File: config.mk
export PLATFORM = sky130hd
export DESIGN_NAME = bram_message_reader
export DESIGN_NICKNAME = d
export VERILOG_FILES = /design/src/rtl/msg_pkg.sv /design/src/rtl/msg_byte_buffer.sv /design/src/rtl/bram_message_reader.sv
export SDC_FILE = /design/constraint.sdc
export NUM_CORES = 1
export LEC_CHECK = 0
export CORE_AREA = 5 5 176 178
export CTS_BUF_LIST = sky130_fd_sc_hd__clkbuf_8
export DETAILED_ROUTE_END_ITERATION = 10
export DIE_AREA = 0 0 181 183
export GPL_ROUTABILITY_DRIVEN = 0
export PLACE_DENSITY = 0.62
export SLEW_MARGIN = 20
export SYNTH_ARGS = -nofsm -noshare
export SYNTH_HDL_FRONTEND = slang
export SYNTH_HIERARCHICAL = 1
export SYNTH_SLANG_ARGS = --single-unit
File: constraint.sdc
create_clock -name clk_in -period 5.94 [get_ports clk_in]
set_input_delay 0.594 -clock clk_in [delete_from_list [all_inputs] [get_ports clk_in]]
set_output_delay 0.594 -clock clk_in [all_outputs]
set_load 0.01 [all_outputs]
File: src/rtl/msg_pkg.sv
// Shared types for the BRAM message reader: FSM states and length-width helper.
package msg_pkg;

    typedef enum logic [2:0] {
        IDLE,
        ISSUE,
        WAIT,
        HOLD,
        DONE
    } state_t;

    function automatic int len_width(input int port_width);
        return $clog2(port_width + 1);
    endfunction

endpackage

File: src/rtl/msg_byte_buffer.sv
// Two-word byte FIFO: shift out consumed bytes, append a BRAM word behind the
// survivors in the same cycle, and present the masked head chunk.
module msg_byte_buffer
    import msg_pkg::*;
#(
    parameter int PORT_WIDTH = 7,
    localparam int LEN_W = len_width(PORT_WIDTH),
    localparam int CNT_W = $clog2(2 * PORT_WIDTH + 1)
) (
    input  logic                         clk_in,
    input  logic                         clear,
    input  logic                         append_en,
    input  logic [PORT_WIDTH*8-1:0]      append_data,
    input  logic [LEN_W-1:0]             consume_len,
    input  logic [LEN_W-1:0]             mask_len,
    output logic [CNT_W-1:0]             count,
    output logic [PORT_WIDTH-1:0][7:0]   head_bytes
);

    localparam int DEPTH = 2 * PORT_WIDTH;

    logic [DEPTH*8-1:0] buf_q;
    logic [DEPTH*8-1:0] shifted;
    logic [DEPTH*8-1:0] placed;
    logic [CNT_W-1:0]   base;
    logic [CNT_W-1:0]   count_d;

    // Bytes above count are always zero, so OR-ing the new word in is safe.
    assign base    = count - CNT_W'(consume_len);
    assign shifted = buf_q >> {consume_len, 3'b000};
    assign placed  = {{((DEPTH - PORT_WIDTH) * 8){1'b0}}, append_data}
                     << {base, 3'b000};
    assign count_d = base + (append_en ? CNT_W'(PORT_WIDTH) : '0);

    assign head_bytes = buf_q[PORT_WIDTH*8-1:0]
                        & ~({(PORT_WIDTH * 8){1'b1}} << {mask_len, 3'b000});

    always_ff @(posedge clk_in) begin
        if (clear) begin
            buf_q <= '0;
            count <= '0;
        end else begin
            buf_q <= append_en ? (shifted | placed) : shifted;
            count <= count_d;
        end
    end

endmodule

File: src/rtl/bram_message_reader.sv
// Streams a BRAM-resident message out as variable-length byte chunks.
// Define MSG_READER_WRAP_EN to replay the message endlessly instead of finishing.
module bram_message_reader
    import msg_pkg::*;
#(
    parameter int PORT_WIDTH   = 7,
    parameter int BRAM_DEPTH   = 1024,
    parameter int BRAM_LATENCY = 2,
    localparam int BRAM_ADDR   = $clog2(BRAM_DEPTH),
    localparam int LEN_W       = len_width(PORT_WIDTH)
) (
    input  logic                       clk_in,
    input  logic                       rst_in,
    input  logic                       en_in,
    input  logic [BRAM_ADDR:0]         word_count_in,
    input  logic [LEN_W-1:0]           req_len_in,
    input  logic                       ready_in,
    output logic                       valid_out,
    output logic [PORT_WIDTH-1:0][7:0] data_out,
    output logic [LEN_W-1:0]           length_out,
    output logic                       done_out,
    output logic [BRAM_ADDR-1:0]       bram_addr,
    input  logic [PORT_WIDTH*8-1:0]    bram_dout
);

    localparam int CNT_W = $clog2(2 * PORT_WIDTH + 1);
    localparam int LAT_W = $clog2(BRAM_LATENCY + 1);

    state_t           state_q;
    state_t           fill_state;
    logic [LAT_W-1:0] lat_q;
    logic [CNT_W-1:0] count;
    logic [CNT_W-1:0] count_next;
    logic [LEN_W-1:0] len;
    logic [LEN_W-1:0] consume;
    logic [BRAM_ADDR:0] addr_inc;
    logic             clear;
    logic             capture;
    logic             fire;
    logic             last_word;

    assign clear   = rst_in || !en_in;
    assign capture = (state_q == WAIT)
                     && (lat_q == LAT_W'(BRAM_LATENCY - 1));

    assign len = (count >= CNT_W'(req_len_in)) ? req_len_in : LEN_W'(count);
    assign valid_out = (count >= CNT_W'(req_len_in))
                       || (state_q == DONE && count != '0);
    assign length_out = len;
    assign fire       = valid_out && ready_in;
    assign consume    = fire ? len : '0;

    assign count_next = count - CNT_W'(consume) + CNT_W'(PORT_WIDTH);
    assign fill_state = (count_next <= CNT_W'(PORT_WIDTH)) ? ISSUE : HOLD;
    assign addr_inc   = {1'b0, bram_addr} + (BRAM_ADDR + 1)'(1);
    assign last_word  = (addr_inc == word_count_in);

`ifdef MSG_READER_WRAP_EN
    assign done_out = 1'b0;
`else
    assign done_out = (state_q == DONE) && (count == '0);
`endif

    msg_byte_buffer #(
        .PORT_WIDTH(PORT_WIDTH)
    ) u_buf (
        .clk_in     (clk_in),
        .clear      (clear),
        .append_en  (capture),
        .append_data(bram_dout),
        .consume_len(consume),
        .mask_len   (len),
        .count      (count),
        .head_bytes (data_out)
    );

    always_ff @(posedge clk_in) begin
        if (clear) begin
            state_q   <= IDLE;
            lat_q     <= '0;
            bram_addr <= '0;
        end else begin
            unique case (state_q)
                IDLE: state_q <= (word_count_in == '0) ? DONE : ISSUE;
                ISSUE: begin
                    lat_q   <= '0;
                    state_q <= WAIT;
                end
                WAIT: begin
                    if (capture) begin
                        if (last_word) begin
`ifdef MSG_READER_WRAP_EN
                            bram_addr <= '0;
                            state_q   <= fill_state;
`else
                            bram_addr <= addr_inc[BRAM_ADDR-1:0];
                            state_q   <= DONE;
`endif
                        end else begin
                            bram_addr <= addr_inc[BRAM_ADDR-1:0];
                            state_q   <= fill_state;
                        end
                    end else begin
                        lat_q <= lat_q + LAT_W'(1);
                    end
                end
                HOLD: begin
                    if (count <= CNT_W'(PORT_WIDTH)) state_q <= ISSUE;
                end
                DONE: state_q <= DONE;
                default: state_q <= IDLE;
            endcase
        end
    end

endmodule

After elaboration in Yosys (flattened, before gate mapping)
Cells that the tools add are included. W data, S select, Z words.

Register bits: 131. Word-level logic and storage cells: 55. Output and inout port bits: 71. Input port bits: 74.

Equality and inequality tests: 9. $add $sub $neg: 5. Magnitude comparators: 3. Shift-type cells: 3. Reduce and logical (&&, ||, !) cells: 15. Multiplexer cells: 12. Bitwise gates (word level): 3.

Operators by type and width (number): $mux W112 (1); $or A112 B112 Y112 (1); $shl A56 B7 Y112 (1); $shr A112 B6 Y112 (1); $and A56 B56 Y56 (1); $not A56 Y56 (1); $shl A56 B6 Y56 const A (1); $mux W3 (7); $pmux W3 S5 (1); $add A10 B1 Y11 const B (1); $eq A11 B11 Y1 (1); $logic_not A11 Y1 (1); $le A4 B3 Y1 const B (2); $eq A3 B2 Y1 const B (2); $reduce_and A2 Y1 (3); $add A4 B3 Y4 const B (1); $add A4 B4 Y4 (1); $ge A4 B3 Y1 (1); $logic_and A1 B1 Y1 (4); $logic_not A4 Y1 (1); $mux W2 (2); $ne A2 B2 Y1 const B (2); $pmux W2 S2 (1); $reduce_bool A4 Y1 (1); 10 further kinds (11).

Longest topological paths before layout
Depth in word-level cells: 12. Depth in mapped cells: 22. Gate-level depth less buffers: 16.

Cells and area by module
The synthesis kept the hierarchy.

By module, submodules not included: msg_byte_buffer (sequential area each 2322.2 um^2, cells each 1049, times used 1, area each 9335.2 um^2); bram_message_reader (sequential area each 300.3 um^2, cells each 168, times used 1, area each 1287.5 um^2).

Worst setup path after synthesis
OpenSTA, ideal clock, no wires.

Path type: in2reg. Start: input port req_len_in[2]. End: register u_buf.count[3]. Data required time: 5812 ps. Slack: 1468 ps. Buffers on the path: 6. Library setup time: 128 ps. Arrival: 4345 ps. Cell stages on the path: 22. Path through: inv_1 > ha_1 > a211oi_1 > o21ai_1 > mux2i_1 > inv_1 > nand3_1 > inv_1 > buf_4 > buf_4 > buf_4 > inv_1 > fa_1 > xnor2_2 > inv_2 > buf_2 > buf_4 > buf_2 > ha_1 > a21oi_1 > xor2_1 > nor2_1.

Elaborated cells between the ends (all ways): 7. Those cells by class: 2 x add/sub; 1 x order compare; 2 x mux; 2 x reduce/logical.

RTL lines: start: declaration (line bram_message_reader.sv:16) `input logic [LEN_W-1:0] req_len_in,`; $ge A4 B3 Y1 (line bram_message_reader.sv:46) `assign len = (count >= CNT_W'(req_len_in)) ? req_len_in : LEN_W'(count);`; $mux W3 (line bram_message_reader.sv:46); net length_out[1] (line bram_message_reader.sv:20) `output logic [LEN_W-1:0] length_out,`; $mux W3 (line bram_message_reader.sv:51) `assign consume = fire ? len : '0;`; net consume[1] (line bram_message_reader.sv:35) `logic [LEN_W-1:0] consume;`; $sub A4 B3 Y4 (line msg_byte_buffer.sv:29) `assign base = count - CNT_W'(consume_len);`; $add A4 B4 Y4 (line msg_byte_buffer.sv:33) `assign count_d = base + (append_en ? CNT_W'(PORT_WIDTH) : '0);`; end signal: assignment (line msg_byte_buffer.sv:44) `count <= count_d;`; end: declaration (line msg_byte_buffer.sv:16) `output logic [CNT_W-1:0] count,`.

The timed path passes the listed nets, and every way through them passes these cells. A chain may end at the register's enable or synchronous reset.

Worst setup path after layout
Start: input port req_len_in[2]. End: register u_buf.buf_q[67].

Cells in the longest elaborated chain, start to end: 8. Elaborated cells between the ends (all ways): 10. Those cells by class: 1 x add/sub; 1 x order compare; 2 x shift; 3 x mux; 1 x bitwise; 2 x reduce/logical.

Ends and longest elaborated chain: $ge A4 B3 Y1 * (line bram_message_reader.sv:46, bram_message_reader.sv:47); $logic_or A1 B1 Y1 (line bram_message_reader.sv:48) `|| (state_q == DONE && count != '0);`; $logic_and A1 B1 Y1 (line bram_message_reader.sv:50) `assign fire = valid_out && ready_in;`; $mux W3 * (line bram_message_reader.sv:51); net consume[1] (line bram_message_reader.sv:35); $sub A4 B3 Y4 (line msg_byte_buffer.sv:29); $shl A56 B7 Y112 (line msg_byte_buffer.sv:31) `assign placed = {{((DEPTH - PORT_WIDTH) * 8){1'b0}}, append_data}`; $or A112 B112 Y112 (line msg_byte_buffer.sv:43) `buf_q <= append_en ? (shifted | placed) : shifted;`; $mux W112 * (line msg_byte_buffer.sv:43); end signal: assignment (line msg_byte_buffer.sv:43); end: declaration (line msg_byte_buffer.sv:22) `logic [DEPTH*8-1:0] buf_q;`.

The timed path passes the listed nets; every way through them passes the cells marked *.

==> impl_metrics.env <==
export IMPL_period_share_pct=79.5
export IMPL_clockBufferDepth=2
export IMPL_num_nets_final=1387
export IMPL_synth_cell_types=66
export IMPL_ioPinCount=145
export IMPL_ys_warn_count=6
export IMPL_fin_tns_setup_ns=0
export IMPL_routedWlPerCell_um=21.7
export IMPL_hp_class="flip-flop to flip-flop"
export IMPL_clkLatencyLatePin_ns=0.45
export IMPL_layout_commonest_cell="mux2i_1"
export IMPL_clock_skew_ns=0.0129
export IMPL_reg2reg_to="u_buf/buf_q[67]"
export IMPL_r2r_slack_ns=1.40
export IMPL_worst_pin_slew_ns=1.09
export IMPL_pre_cts_ws_ns=0.830
export IMPL_synth_cell_area_um2=10600
export IMPL_cts_reportedPaths_clkPinSlew_ns=0.09
export IMPL_io_buffers=144
export IMPL_hold_path_depth=2
export IMPL_max_stage_delay_ns=0.90
export IMPL_syn_inst=1217
export IMPL_place_inst=1668
export IMPL_dp_hpwl_mm=27.6
export IMPL_setup_viol=0
export IMPL_dieWidth_um=181
export IMPL_critical_path_class="input pin to flip-flop"
export IMPL_status="complete, no violations"
export IMPL_finalWirelength_mm=36.9
export IMPL_reg2reg_depth=14
export IMPL_hold_ws_ns=0.499
export IMPL_finalCriticalPeriod_ns=4.72
export IMPL_p_leak_nw=4.04
export IMPL_postCtsSetupBuffers=0
export IMPL_min_from="lat_q[1]"
export IMPL_start_util_pct=36.3
export IMPL_n_antenna_cell=0
export IMPL_fin_util_pct=43.3
export IMPL_vias_per_cell=5.87
export IMPL_setup_slack_ns=1.22
export IMPL_synthFlopType="dfxtp_1"
export IMPL_grt_antenna_before_repair=0
export IMPL_max_slew_margin_rel_pct=27.2
export IMPL_final_cell_mix="164 x mux2i_1, 144 x clkdlybuf4s50_1, 131 x dfxtp_1"
export IMPL_peakVddDrop_uv=108
export IMPL_ctsHoldBuffers=0
export IMPL_root_buffer="clkbuf_8"
export IMPL_grt_pass1_wl_mm=57.5
export IMPL_cts_sinks=131
export IMPL_first_iter_violations=768
export IMPL_critPathArrivalTime_ns=5.06
export IMPL_rsz0062_at_grt="false"
export IMPL_rows=63
export IMPL_r2r_start="u_buf/count[0]"
export IMPL_syn_nets=1307
export IMPL_async_flop_share_pct=0
export IMPL_core_area_um2=29200
export IMPL_grt_pass1_vias=10367
export IMPL_cp_max_fo=61
export IMPL_drv_cap=0
export IMPL_cts_tree="yes"
export IMPL_overflow=0
export IMPL_cts_resized=0
export IMPL_grt_max_degree=92
export IMPL_hold_violations=0
export IMPL_slowest_stage="buf_4"
export IMPL_cts_buffers=17
export IMPL_remaining_drc_errors=0
export IMPL_drive_above_1_share_pct=13.7
export IMPL_vias=9987
export IMPL_antenna_left=0
export IMPL_fin_cells=1700
export IMPL_holdPathEnd="lat_q[1]"
export IMPL_grt_usage_pct=21.6
export IMPL_die_h_um=183
export IMPL_dr_pass1_iters=5
export IMPL_h_tree_depth=4
export IMPL_synth_edf_count=0
export IMPL_critPathCaptureType="flip-flop"
export IMPL_ys_ff_latch=131
export IMPL_syn_avg_cell_area_um2=8.73
export IMPL_yosysSeqAreaShare_pct=24.7
export IMPL_dieArea_um2=33100
export IMPL_cp_data_required_time_ns=6.28
export IMPL_p_per_area_nw_per_um2=180
export IMPL_syn2layout_area_growth_pct=19.3
export IMPL_cp_start_kind="input pin"
export IMPL_maxSlewViolCount=0
export IMPL_fmax_ghz=0.212
export IMPL_path_cells="clkdlybuf4s50_1 > inv_1 > ha_1 > a211oi_1 > o21ai_1 > mux2i_1 > inv_1 > nand3_1 > inv_4 > buf_4 > buf_4 > mux2i_1 > nand2b_1 > a31oi_1 > o22ai_1 > o21bai_1"
[sequential cells by signal, summed over array words and instances, names as in the netlist]
register	count
state_q	3
u_buf/buf_q	112
lat_q	2
bram_addr	10
u_buf/count	4
[layer usage]
metal  GRT usage, %  vias to the layer above  part of all wire [%]
met5              0                        -                     0
met4           9.91                        0                   4.6
met3           3.13                       79                   4.2
met2           41.1                      351                    53
met1           23.6                     4871                    38
li1               -                     4686                     -
[worst max-delay path, delay by kind of cell]
kind | cells | cell delay (ns)
muxes | 2 | 0.71
and+or+nand+nor | 2 | 0.29
buffers and inverters | 6 | 2.16
AOI/OAI and AO/OA | 5 | 0.92
adders and majority gates | 1 | 0.30
[cells in the mapped netlist (all sizes together), types with 16 or more instances]
cell type / number / area [um^2]
and2: 27 / 169
a211oi: 18 / 135
nand3: 42 / 235
nor2b: 48 / 300
nand2: 108 / 408
inv: 20 / 75.1
o21ai: 92 / 460
buf: 55 / 313
dfxtp: 131 / 2620
mux2i: 165 / 1650
and3: 26 / 163
a31oi: 17 / 121
a21oi: 57 / 285
mux2: 34 / 387
nor2: 61 / 239
clkbuf: 54 / 203
o22ai: 49 / 307
mux4: 48 / 1080
o221ai: 16 / 165
[power by group]
part           total, mW  switching [mW]  internal (mW)
Combinational      0.613           0.381          0.232
Clock              0.777           0.401          0.376
Sequential         0.894         0.00911          0.884
[cell families after synthesis]
group                    share of synthesized area [%]
XOR/XNOR                                          2.13
flip-flops                                        24.7
adder cells (fa/ha/maj)                           2.03
AO/OA/AOI/OAI                                     19.0
AND/OR/NAND/NOR                                   17.2
multiplexers                                      29.4
buffers and inverters                             5.59
[stage by stage]
step / area [um^2] / power [mW]
floorplan: 10600 / 1.30
global placement: 12300 / 1.51
detailed placement: 12300 / 1.52
CTS: 12700 / 2.29
global route: 12700 / 2.38
finish: 12700 / 2.28
[cell type report]
| type | instances | area (um^2) |
|---|---|---|
| flip-flops and latches | 131 | 2620 |
| clock buffers | 17 | 234 |
| fillers | 2877 | 16600 |
| well taps | 390 | 488 |
| multi-input cells | 956 | 7440 |
| repair buffers | 170 | 1650 |
| inverters | 21 | 81.3 |
| clock inverters | 15 | 159 |
[how the worst max path moves through the flow]
stage | startpoint | endpoint | slack [ns] | cells after the start
final | req_len_in[2] | u_buf/buf_q[67] | 1.22 | 16
after CTS | req_len_in[2] | u_buf/buf_q[67] | 1.30 | 16
after floorplan | req_len_in[2] | u_buf/count[3] | 1.47 | 22
after global routing | req_len_in[2] | u_buf/buf_q[67] | 0.96 | 15
after detailed placement | req_len_in[2] | u_buf/buf_q[68] | 0.83 | 16
after global placement | req_len_in[2] | u_buf/buf_q[68] | 0.89 | 16
Power figures use the tool's default switching activity.
